File: config.mk
export PLATFORM = sky130hd
export DESIGN_NAME = vga_pixel_fifo_param
export DESIGN_NICKNAME = d
export VERILOG_FILES = /design/src/rtl/vga_pixel_fifo_param.sv
export SDC_FILE = /design/constraint.sdc
export NUM_CORES = 1
export LEC_CHECK = 0
export BUFFER_PORTS_ARGS = -buffer_cell sky130_fd_sc_hd__buf_2
export CORE_MARGIN = 2
export CORE_UTILIZATION = 40
export CTS_CLUSTER_DIAMETER = 150
export DETAILED_ROUTE_END_ITERATION = 6
export PLACE_DENSITY = 0.6
export SLEW_MARGIN = 0
export SYNTH_ARGS = -nofsm -noshare
export SYNTH_HDL_FRONTEND = slang
export SYNTH_SLANG_ARGS = --single-unit
File: constraint.sdc
create_clock -name clk -period 4.18 [get_ports clk]
set_clock_uncertainty 0.05 [all_clocks]
set_input_delay 0.209 -clock clk [delete_from_list [all_inputs] [get_ports clk]]
set_output_delay 0.209 -clock clk [all_outputs]
set_load 0.01 [all_outputs]
File: src/rtl/vga_pixel_fifo_param.sv
// Parametrised synchronous pixel FIFO between frame fetch and the VGA output stage.
// Optional sticky overflow/underflow detection is built when VGA_FIFO_ERR_EN is defined.
module vga_pixel_fifo_param #(
   parameter int unsigned IN_W      = 32,
   parameter int unsigned PIX_W     = 24,
   parameter int unsigned PIX_LSB   = 8,
   parameter int unsigned DEPTH     = 8,
   parameter int unsigned AF_THRESH = 6,
   parameter int unsigned AE_THRESH = 2,
   parameter int unsigned CNT_W     = $clog2(DEPTH) + 1
) (
   input  logic             clk,
   input  logic             rst,
   input  logic             flush,
   input  logic             wr_en,
   input  logic [IN_W-1:0]  data_in,
   input  logic             rd_en,
   output logic [PIX_W-1:0] data_pixel,
   output logic             rd_valid,
   output logic             empty,
   output logic             full,
   output logic             almost_empty,
   output logic             almost_full,
   output logic [CNT_W-1:0] level,
   output logic [CNT_W-1:0] freeslots,
   output logic             overflow,
   output logic             underflow
);

   localparam int unsigned     PTR_W   = $clog2(DEPTH);
   localparam logic [CNT_W-1:0] DEPTH_L = CNT_W'(DEPTH);
   localparam logic [CNT_W-1:0] AF_L    = CNT_W'(AF_THRESH);
   localparam logic [CNT_W-1:0] AE_L    = CNT_W'(AE_THRESH);
   localparam logic [CNT_W-1:0] ZERO_L  = '0;

   logic [PIX_W-1:0] mem [DEPTH];
   logic [PTR_W-1:0] wr_ptr, rd_ptr, wr_ptr_d, rd_ptr_d;
   logic [CNT_W-1:0] level_d;
   logic [PIX_W-1:0] data_pixel_d;
   logic [PIX_W-1:0] pixel_slice;
   logic             rd_acc, wr_acc, rd_valid_d;
   logic             unused_data_in;

   // Only the pixel slice is stored; remaining bits of data_in are intentionally dropped.
   assign pixel_slice    = data_in[PIX_LSB +: PIX_W];
   assign unused_data_in = ^data_in;

   // Next-state: accept rules on pre-edge state, flush overrides requests.
   always_comb begin
      rd_acc       = rd_en & ~empty;
      wr_acc       = wr_en & (~full | rd_en);
      wr_ptr_d     = wr_ptr;
      rd_ptr_d     = rd_ptr;
      level_d      = level;
      data_pixel_d = data_pixel;
      rd_valid_d   = 1'b0;
      if (flush) begin
         wr_ptr_d = '0;
         rd_ptr_d = '0;
         level_d  = '0;
      end else begin
         if (wr_acc) wr_ptr_d = wr_ptr + PTR_W'(1);
         if (rd_acc) begin
            rd_ptr_d     = rd_ptr + PTR_W'(1);
            data_pixel_d = mem[rd_ptr];
            rd_valid_d   = 1'b1;
         end
         if (wr_acc && !rd_acc)      level_d = level + CNT_W'(1);
         else if (rd_acc && !wr_acc) level_d = level - CNT_W'(1);
      end
   end

   // State and registered flags derived from the next level.
   always_ff @(posedge clk) begin
      if (rst) begin
         wr_ptr       <= '0;
         rd_ptr       <= '0;
         level        <= '0;
         data_pixel   <= '0;
         rd_valid     <= 1'b0;
         empty        <= 1'b1;
         full         <= (ZERO_L == DEPTH_L);
         almost_empty <= (ZERO_L <= AE_L);
         almost_full  <= (ZERO_L >= AF_L);
         freeslots    <= DEPTH_L;
      end else begin
         wr_ptr       <= wr_ptr_d;
         rd_ptr       <= rd_ptr_d;
         level        <= level_d;
         data_pixel   <= data_pixel_d;
         rd_valid     <= rd_valid_d;
         empty        <= (level_d == ZERO_L);
         full         <= (level_d == DEPTH_L);
         almost_empty <= (level_d <= AE_L);
         almost_full  <= (level_d >= AF_L);
         freeslots    <= DEPTH_L - level_d;
      end
   end

   // Storage array has no reset; contents are don't-care until written.
   always_ff @(posedge clk) begin
      if (!rst && !flush && wr_acc) mem[wr_ptr] <= pixel_slice;
   end

`ifdef VGA_FIFO_ERR_EN
   always_ff @(posedge clk) begin
      if (rst || flush) begin
         overflow  <= 1'b0;
         underflow <= 1'b0;
      end else begin
         overflow  <= overflow  | (wr_en & full & ~rd_en);
         underflow <= underflow | (rd_en & empty);
      end
   end
`else
   assign overflow  = 1'b0;
   assign underflow = 1'b0;
`endif

endmodule
==> impl_metrics.ini <==
[clock_tree]
cts_tree = yes
cts_buffer_depth = 3
clock_latency_ns = 0.51
cts_buffers = 25
post_cts_resized = 0
cts.clk_slew.worst_paths_ns = 0.06
root_buffer = clkbuf_16
htree_levels = 1
cts_num_sinks = 234
cts_setup_buffers = 0

[logic_synthesis]
netlist_area_mm2 = 0.00889
syn_inst = 470
yosysSeqAreaShare = 0.743
ys_ff_latch = 234
avgSynthCellArea_um2 = 18.9
ys_types = 39
yosysWarningCount = 0

[final_layout]
nNetsFinal = 613
insertedDiodeCount = 0
drive_gt1_frac = 0.302
final_cell_mix = 192 x edfxtp_1, 65 x buf_2, 48 x mux4_2, 40 x dfxtp_1, 38 x nor2_1
syn_to_final_growth_pct = 18.8
layout.cells.most_common = edfxtp_1
fillers = 1809

[min_path]
min-delay-start = wr_en
hp-class = input pin to register

[worst_setup_path]
worstReg2RegStart = rd_ptr[1]
timing.rr.end = data_pixel[18]
cp.required_ns = 4.30
endpoint_kind = register
start_kind = input pin
crit_path_start = flush
worstRegToRegCells = 4
regToRegSetupSlack_ns = 1.89
cp_max_fo = 21
path_class = input pin to register
worstPathArrival_ns = 2.53
endpoint = mem[0][14]

[route]
drt_wl_total_um = 17300
ant_nets = 0
drtIter0Drc = 205
wl_per_cell_um = 19.9
firstDrtPassIters = 4
drc = 0
dr_total_vias = 4517
viasPerCell = 5.20

[timing]
layout_worst_path_cycle_share = 0.576
setup_viol = 0
period_minus_slack_ns = 2.41
slew_viol_final = 0
maxSlewHeadroom = 0.261
hold_viol = 0
worstMarginPinSlew_ns = 1.11
grt_setup_unrepaired = false
setup_tns_ns = 0
fmax_ghz = 0.415

[placement]
place.gp.congestion = 0.718
port_buffers = 65
hpwl_um = 9390

[power_and_ir_drop]
combPwrFrac = 0.038
switching_share = 0.205
p_clk_frac = 0.429
power_switching_w = 0.000986
ir_drop_uv = 318
p_total_w = 0.00481
pwr-share-seq = 0.533
cellLeakagePower_nw = 3.46
power_density_mw_per_mm2 = 456
intPower_w = 0.00383

[die]
dieArea_mm2 = 0.0234
boundaryPins = 76
die-width_um = 153
rows = 54
initial_core_util = 0.408
coreArea_mm2 = 0.0218
die_h_um = 153

[grt]
grt_first_pass_wirelength_um = 27300
grt_pass1_vias = 4790
grt_max_degree = 51
track_usage = 0.150
overflow = 0
antenna_found_initial = 0

[job]
cap_violations = 0

[status]
status = completed
==> critical path, cell delays in order <==
cell	delay, ns
dlygate4sd3_1	0.53
buf_2	0.17
or2_2	0.38
or3_1	0.43
nor3_2	0.35
buf_4	0.44
==> stage by stage <==
stage,area [µm²],cells,hold WS (ns),setup slack (ns),utilization
floorplan,8900,471,0.237,0.832,-
global placement,9540,798,0.419,1.50,0.437
detailed placement,9540,798,0.434,1.44,0.437
CTS,10600,869,0.130,1.76,0.484
global route,10600,869,0.202,1.66,0.484
finish,10600,869,0.160,1.77,0.484
==> repair_timing <==
action	4_1_cts	5_1_grt
hold buffers	25	0
endpoints found under the hold margin	193	0
endpoints found under the setup margin	0	0
==> worst min path at each step <==
stage          cells after the start         end  slack [ns]
6_report                           4   wr_ptr[1]        0.16
4_1_cts                            4   wr_ptr[1]        0.13
2_1_floorplan                      1    rd_valid        0.24
5_1_grt                            4   wr_ptr[1]        0.20
3_3_place_gp                       1  mem[3][19]        0.42
3_5_place_dp                       1   mem[6][7]        0.43
==> layout make-up <==
cell class                 instances  area, µm²  area share
sequential                       234       6610       0.626
multi-input combinational        204       2160       0.204
clock buffer                      32        672      0.0636
timing repair buffer             101        658      0.0623
tap                              280        350      0.0331
clock inverter                    14        103     0.00971
inverter                           4       15.0     0.00142
==> power by group through the flow <==
stage	clock, W	combinational, W	sequential, W
2_1_floorplan	0	0.0000957	0.00262
3_3_place_gp	0	0.000159	0.00262
3_5_place_dp	0	0.000166	0.00262
4_1_cts	0.00211	0.000186	0.00257
5_1_grt	0.00220	0.000204	0.00257
6_report	0.00206	0.000183	0.00257
==> synthesized netlist by cell type <==
master	number	area (µm²)
o21a_1	1	7.51
buf_2	8	40.0
or3_1	2	12.5
a211o_1	1	8.76
nand4bb_1	1	11.3
o21ai_0	1	5.00
mux4_2	48	1080
a41oi_2	1	16.3
buf_4	4	30.0
and3_1	1	6.26
nor3_1	3	15.0
a21oi_1	4	20.0
and2_1	1	6.26
mux2i_1	25	250
nand2b_1	6	37.5
xnor2_1	3	26.3
a31o_2	1	8.76
a211oi_1	25	188
or2_2	1	6.26
and2b_1	1	7.51
nor2_2	1	6.26
and3_4	1	11.3
inv_1	4	15.0
nand4_1	1	6.26
or4_1	1	7.51
nor2_1	45	169
ha_1	6	75.1
nand2_1	10	37.5
buf_6	2	22.5
edfxtp_1	192	5770
conb_1	1	3.75
xor2_1	3	26.3
buf_1	3	11.3
mux2i_4	1	22.5
nor2b_1	3	18.8
nand3_1	2	10.0
o211ai_1	2	15.0
clkbuf_1	12	45.0
dfxtp_1	42	841
==> registers in the layout, indices dropped and copies added (netlist names), 3 cells and up <==
signal / count
freeslots: 3
level: 4
data_pixel: 24
rd_ptr: 3
mem: 192
wr_ptr: 3
==> cells by family (layout without fill, tap and decap cells) <==
group	after synthesis	count (layout)	synth area share
AO/OA/AOI/OAI	36	36	0.0302
XOR/XNOR	6	6	0.00591
adder cells (fa/ha/maj)	6	6	0.00844
buffers and inverters	33	151	0.0184
flip-flops	234	234	0.743
multiplexers	74	74	0.152
other	1	2	0.000422
AND/OR/NAND/NOR	80	80	0.0415
==> metal layers <==
metal	wire (µm)	part of all wire	up-vias	track usage
li1	-	-	2068	-
met1	7750	0.45	2317	0.203
met2	8480	0.49	104	0.254
met3	798	0.046	28	0.0278
met4	303	0.017	0	0.0366
met5	0	0	-	0
No activity file was read; power rests on OpenSTA's default activity.
